## src/rtl/gs_div_pkg.sv

```systemverilog
// Shared types, constants and fixed-point helpers for the Goldschmidt divider.
// Operands arrive as Q1.15; all internal values and the result are Q2.30.
package gs_div_pkg;

    localparam int unsigned W_IN       = 16;
    localparam int unsigned W_INT      = 32;
    localparam int unsigned W_PROD     = 2 * W_INT;
    localparam int unsigned FRAC       = 30;
    localparam int unsigned PAD        = W_INT - W_IN - 1;
    localparam int unsigned IDX_BITS   = 4;
    localparam int unsigned IA_BITS    = 8;
    localparam int unsigned SEED_SHIFT = FRAC - (IA_BITS - 1);
    localparam int unsigned CNT_BITS   = 3;

    localparam logic [W_INT-1:0] TWO_Q230 = 32'h8000_0000;

    typedef enum logic [1:0] {
        IDLE,
        SEED,
        ITER,
        DONE
    } state_t;

    // Q1.7 reciprocal of each mantissa bin midpoint: floor(4096 / (33 + 2i)).
    localparam logic [IA_BITS-1:0] SEED_ROM [0:(2**IDX_BITS)-1] = '{
        8'd124, 8'd117, 8'd110, 8'd105,
        8'd99,  8'd95,  8'd91,  8'd87,
        8'd83,  8'd80,  8'd77,  8'd74,
        8'd71,  8'd69,  8'd67,  8'd65
    };

    // Q2.30 x Q2.30 multiply keeping product bits [61:30].
    function automatic logic [W_INT-1:0] mul_trunc(input logic [W_INT-1:0] a,
                                                   input logic [W_INT-1:0] b);
        logic [W_PROD-1:0] p;
        p = W_PROD'(a) * W_PROD'(b);
        return W_INT'(p >> FRAC);
    endfunction

endpackage

```

## src/rtl/gs_seed_rom.sv

```systemverilog
// Reciprocal seed lookup: divisor mantissa bits D[14:11] to a Q1.7 initial approximation.
module gs_seed_rom
    import gs_div_pkg::*;
(
    input  logic [IDX_BITS-1:0] idx,
    output logic [IA_BITS-1:0]  ia_c
);

    assign ia_c = SEED_ROM[idx];

endmodule

```

## src/rtl/gs_div_unit.sv

```systemverilog
// Goldschmidt divider: accepts N/D (Q1.15), seeds 1/D from a ROM, refines ITERS times,
// and returns N/D as Q2.30 over a valid/ready handshake, one operation in flight.
module gs_div_unit
    import gs_div_pkg::*;
#(
    parameter int unsigned ITERS = 3
) (
    input  logic             clk,
    input  logic             reset,
    input  logic             in_valid,
    output logic             in_ready,
    input  logic [W_IN-1:0]  N,
    input  logic [W_IN-1:0]  D,
    output logic             out_valid,
    input  logic             out_ready,
    output logic [W_INT-1:0] result,
    output logic             err
);

    localparam logic [CNT_BITS-1:0] LAST_CNT = CNT_BITS'(ITERS - 1);

    state_t              state, state_nx;
    logic [W_INT-1:0]    nr, nr_nx;
    logic [W_INT-1:0]    dr, dr_nx;
    logic [CNT_BITS-1:0] cnt, cnt_nx;
    logic [W_INT-1:0]    result_nx;
    logic                err_nx;
    logic                out_valid_nx;
    logic                in_ready_nx;

    logic [IA_BITS-1:0]  ia_c;
    logic [W_INT-1:0]    k_c;
    logic [W_INT-1:0]    nr_prod_c;
    logic [W_INT-1:0]    dr_prod_c;

    // Dr holds D at bits [30:15], so D[14:11] sits at Dr[29:26].
    gs_seed_rom u_seed_rom (
        .idx  (dr[29:26]),
        .ia_c (ia_c)
    );

    // Shared multiplier pair: K is the ROM seed in SEED and (2 - Dr) in ITER.
    always_comb begin
        k_c       = TWO_Q230 - dr;
        if (state == SEED) begin
            k_c = W_INT'(ia_c) << SEED_SHIFT;
        end
        nr_prod_c = mul_trunc(nr, k_c);
        dr_prod_c = mul_trunc(dr, k_c);
    end

    always_comb begin
        state_nx  = state;
        nr_nx     = nr;
        dr_nx     = dr;
        cnt_nx    = cnt;
        result_nx = result;
        err_nx    = err;

        unique case (state)
            IDLE: begin
                if (in_valid && in_ready) begin
                    nr_nx    = {1'b0, N, {PAD{1'b0}}};
                    dr_nx    = {1'b0, D, {PAD{1'b0}}};
                    state_nx = SEED;
                end
            end
            SEED: begin
                // An unnormalized divisor (including zero) cannot converge; report it instead.
                if (!dr[FRAC]) begin
                    err_nx    = 1'b1;
                    result_nx = '0;
                    state_nx  = DONE;
                end else begin
                    nr_nx    = nr_prod_c;
                    dr_nx    = dr_prod_c;
                    cnt_nx   = '0;
                    state_nx = ITER;
                end
            end
            ITER: begin
                nr_nx  = nr_prod_c;
                dr_nx  = dr_prod_c;
                cnt_nx = cnt + CNT_BITS'(1);
                if (cnt == LAST_CNT) begin
                    result_nx = nr_prod_c;
                    err_nx    = 1'b0;
                    state_nx  = DONE;
                end
            end
            DONE: begin
                if (out_ready) begin
                    state_nx = IDLE;
                end
            end
            default: begin
                state_nx = IDLE;
            end
        endcase

        out_valid_nx = (state_nx == DONE);
        in_ready_nx  = (state_nx == IDLE);
    end

    always_ff @(posedge clk or negedge reset) begin
        if (!reset) begin
            state     <= IDLE;
            nr        <= '0;
            dr        <= '0;
            cnt       <= '0;
            result    <= '0;
            err       <= 1'b0;
            out_valid <= 1'b0;
            in_ready  <= 1'b1;
        end else begin
            state     <= state_nx;
            nr        <= nr_nx;
            dr        <= dr_nx;
            cnt       <= cnt_nx;
            result    <= result_nx;
            err       <= err_nx;
            out_valid <= out_valid_nx;
            in_ready  <= in_ready_nx;
        end
    end

endmodule

```

## config.mk

```make
export PLATFORM = sky130hd
export DESIGN_NAME = gs_div_unit
export DESIGN_NICKNAME = d
export VERILOG_FILES = /design/src/rtl/gs_div_pkg.sv /design/src/rtl/gs_seed_rom.sv /design/src/rtl/gs_div_unit.sv
export SDC_FILE = /design/constraint.sdc
export NUM_CORES = 2
export LEC_CHECK = 0
export CAP_MARGIN = 20
export CORE_ASPECT_RATIO = 0.75
export CORE_UTILIZATION = 60
export DETAILED_ROUTE_END_ITERATION = 8
export GPL_TIMING_DRIVEN = 0
export HOLD_SLACK_MARGIN = 0.08
export PLACE_DENSITY_LB_ADDON = 0.25
export RECOVER_POWER = 50
export SLEW_MARGIN = 20
export SYNTH_ARGS = -nofsm -noshare
export SYNTH_HDL_FRONTEND = slang
export SYNTH_HIERARCHICAL = 1
export SYNTH_SLANG_ARGS = --single-unit
```

## constraint.sdc

```tcl
create_clock -name clk -period 9.8 [get_ports clk]
set_clock_uncertainty 0.15 [all_clocks]
set_input_delay 1.96 -clock clk [delete_from_list [all_inputs] [get_ports clk]]
set_output_delay 1.96 -clock clk [all_outputs]
set_load 0.02 [all_outputs]
```

==> summary.md <==
| Metric | Value |
|---|---|
| Status | `finished, violations left` |
| Violated checks | `capacitance limit, slew limit, setup timing` |
| Multi-input logic area | `60,100 um^2` |
| CTS Buf Count | `9` |
| Slew @ Worst Pin | `4.07 ns` |
| Critical Path End | `result[23]` |
| Fin worst setup slack | `-0.244 ns` |
| Clock root buffer master | `clkbuf_16` |
| Die Area | `117,000 um^2` |
| RR Endpoint | `result[23]` |
| Count leader, synth | `inv_1` |
| Routed len/inst | `roughly 30 um` |
| Core ar. | `between 100,000 and 150,000 um^2` |
| Worst slack at placement | `-3.97 ns` |
| Nets | `approximately 10,000` |
| Critical R2R Launch | `dr[1]` |
| Mapped cell area | `roughly 69,000 um^2` |
| Iter 0 DRT Violations | `between 7,000 and 8,000` |
| FF+latch count, synth | `104` |
| Final Cycle Share | `1.02` |
| DRT Wirelength | `296,000 um` |
| Grt ovf | `0` |
| Via density | `6.10` |
| Met1 usage | `0.683` |
| Most common cell on crit path | `fa_1` |
| CP peak stage delay | `0.58 ns` |
| Row count | `107` |
| Via count | `59,400` |
| Initial Utilization | `0.609` |
| CTS max path bufs | `2` |
| Global-route wire length before repair | `422,000 um` |
| Final min period | `10.04 ns` |
| Reg2reg setup slack | `-0.24 ns` |
| Worst skew pair latency | `about 0.43 ns` |
| Antenna Nets Post-Route | `0` |
| Residual DRC | `0` |
| Crit path from | `dr[1]` |
| CTS tree | `yes` |
| Synth top area cells | `fa_1 52%, inv_1 11%, ha_1 9.1%, nand2_1 7.8%, and2_1 6.0%` |
| Share of cells above drive strength 1 | `0.0953` |
| Final HPWL DP | `241,000 um` |
| Worst-path fanout max | `10` |
| Final Max Slew Viols | `107` |
| Unrepaired setup endpoints after global routing | `true` |
| CTS H-tree lvls | `3` |
| I/O pin cnt | `71` |
| Top_reg_cell synth | `dfrtp_1` |
| Worst Hold Class | `reg -> reg` |
| Largest area contributor in the netlist | `fa_1` |
| Worst setup EP type | `flop` |
| Mean Syn Cell Area | `8.81 um^2` |
| HP Start | `result[19]` |
| Vias in the first global route | `61,000` |
| Clock transition at path regs | `0.10 ns` |
| Gr usage total | `0.511` |
| Final instance area | `77,800 um^2` |
| Syn_nets | `10,200` |
| Fill count | `about 9,100` |
| Synth Warn # | `6` |
| Syn-to-layout area delta | `12.0%` |
| Post-synth top area share | `0.515` |
| Largest net degree at the start of global routing | `70` |
| Final hold vios | `0` |
| F_max | `99.6 MHz` |
| CTS Hold Bufs | `0` |
| WS Path Type | `reg -> reg` |
| Post-synth EDFFs | `0` |
| Gr busiest metal | `met1` |
| IO Port Bufs | `70` |
| Async set or reset register ratio after synthesis | `1.00` |
| Hold slack final | `0.349 ns` |
| Max cap viols | `2` |
| GRT met3 Usage | `0.279` |
| CP Launch Type | `flop` |
| Storage cell area | `2620 um^2` |
| Critical-path top delay cell | `fa_1` |
| Final GP Congestion | `1.09` |
| Number of distinct library cells after synthesis | `~80` |
| Initial antenna violation count | `48` |
| Met2 usage | `0.670` |
| Fin util | `0.681` |
| Worst slew margin | `-1.72` |
| Worst Path Required | `9.95 ns` |
| Most frequent cells after synthesis | `1,963 x inv_1, 1,788 x fa_1, 1,442 x nand2_1` |
| Sink Count | `104` |
| Reg2reg path depth | `36` |
| Placed cell area | `72,400 um^2` |
| Synth Instances | `between 7,000 and 8,000` |
| First drt pass iteration count | `8` |
| Die X | `395 um` |
| Final Setup Violations | `43` |
| Die Height | `297 um` |
| WP data arrival | `10.19 ns` |
| Sequential-to-total area share from yosys stat | `0.0375` |
-- per-layer routing --
metal / part of all wire / vias up
li1: - / 23300
met1: 0.37 / 30400
met5: 0.00075 / -
met4: 0.061 / 28
met3: 0.18 / 951
met2: 0.39 / 4714
-- flip-flops by register name, summed over array words and instances, names as in the netlist --
register	flops
cnt	3
dr	32
err	1
in_ready	1
nr	32
out_valid	1
result	32
state	2
-- layout by cell type (no fill, tap or decap), drive strengths merged, types with 9 or more instances in the layout --
| master | count |
|---|---|
| a21o | 75 |
| xnor2 | 58 |
| a22o | 40 |
| inv | 1966 |
| nor4 | 16 |
| o211ai | 9 |
| nand4 | 33 |
| clkdlybuf4s50 | 69 |
| o21bai | 16 |
| nor3 | 58 |
| ha | 503 |
| dfrtp | 103 |
| xor2 | 47 |
| diode | 48 |
| nor2b | 17 |
| a31oi | 9 |
| fa | 1788 |
| o21ai | 100 |
| o21a | 12 |
| buf | 260 |
| nand3 | 28 |
| a211oi | 18 |
| clkbuf | 410 |
| nor2 | 116 |
| nand2b | 12 |
| and3 | 26 |
| and2 | 671 |
| o31ai | 14 |
| nand2 | 1443 |
| a21oi | 131 |
-- metrics by stage --
stage	setup TNS (ns)	cells
final	-5.06	9736
after global routing	-13.46	9697
after CTS	-1.07	9625
after detailed placement	-296.01	9501
after global placement	-342.62	9488
after floorplan	0	7892
-- worst max-delay path: cells and delay by family (launching register included) --
| kind | cells | cell delay [ns] |
|---|---|---|
| buffers and inverters | 9 | 1.16 |
| AO/OA/AOI/OAI | 9 | 1.94 |
| XOR/XNOR | 2 | 0.28 |
| flip-flops | 1 | 0.44 |
| adder cells (fa/ha/maj) | 9 | 4.25 |
| AND/OR/NAND/NOR | 7 | 1.65 |
-- how the worst min path moves through the flow --
stage                             to  slack [ns]  cells past startpoint
after floorplan               nr[29]        0.37                      2
after global placement    result[25]        0.32                      2
after detailed placement  result[18]        0.33                      2
after CTS                 result[19]        0.35                      2
after global routing      result[13]        0.38                      1
final                     result[19]        0.35                      2
-- final cells by class --
type                       instances  area share
antenna                           48     0.00154
buffer                           448      0.0334
clock buffer                       9     0.00289
clock inverter                     7     0.00105
inverter                        1965      0.0952
multi-input combinational       5346       0.773
sequential                       104      0.0337
tap                             1526      0.0245
timing repair buffer             283      0.0347
-- cell families (layout without fill, tap and decap cells) --
| kind of cell | Yosys count | after routing | synth area share |
|---|---|---|---|
| simple gates | 2459 | 2459 | 0.165 |
| buf+inv | 2444 | 2712 | 0.132 |
| fa+ha+maj | 2291 | 2291 | 0.606 |
| compound gates | 479 | 481 | 0.0453 |
| xor+xnor | 105 | 105 | 0.0133 |
| flops | 104 | 104 | 0.0375 |
| mux | 8 | 8 | 0.00142 |
| other cells | 2 | 50 | 0.000108 |
-- what timing repair did --
item,in CTS,in global routing
resized for setup,523,385
pin swaps,82,138
setup endpoints to repair,96,93
buffers inserted,123,78
cloned,2,0
Power is not shown: default switching activity piles up to over one toggle a cycle in this logic, so the estimate is an artifact.
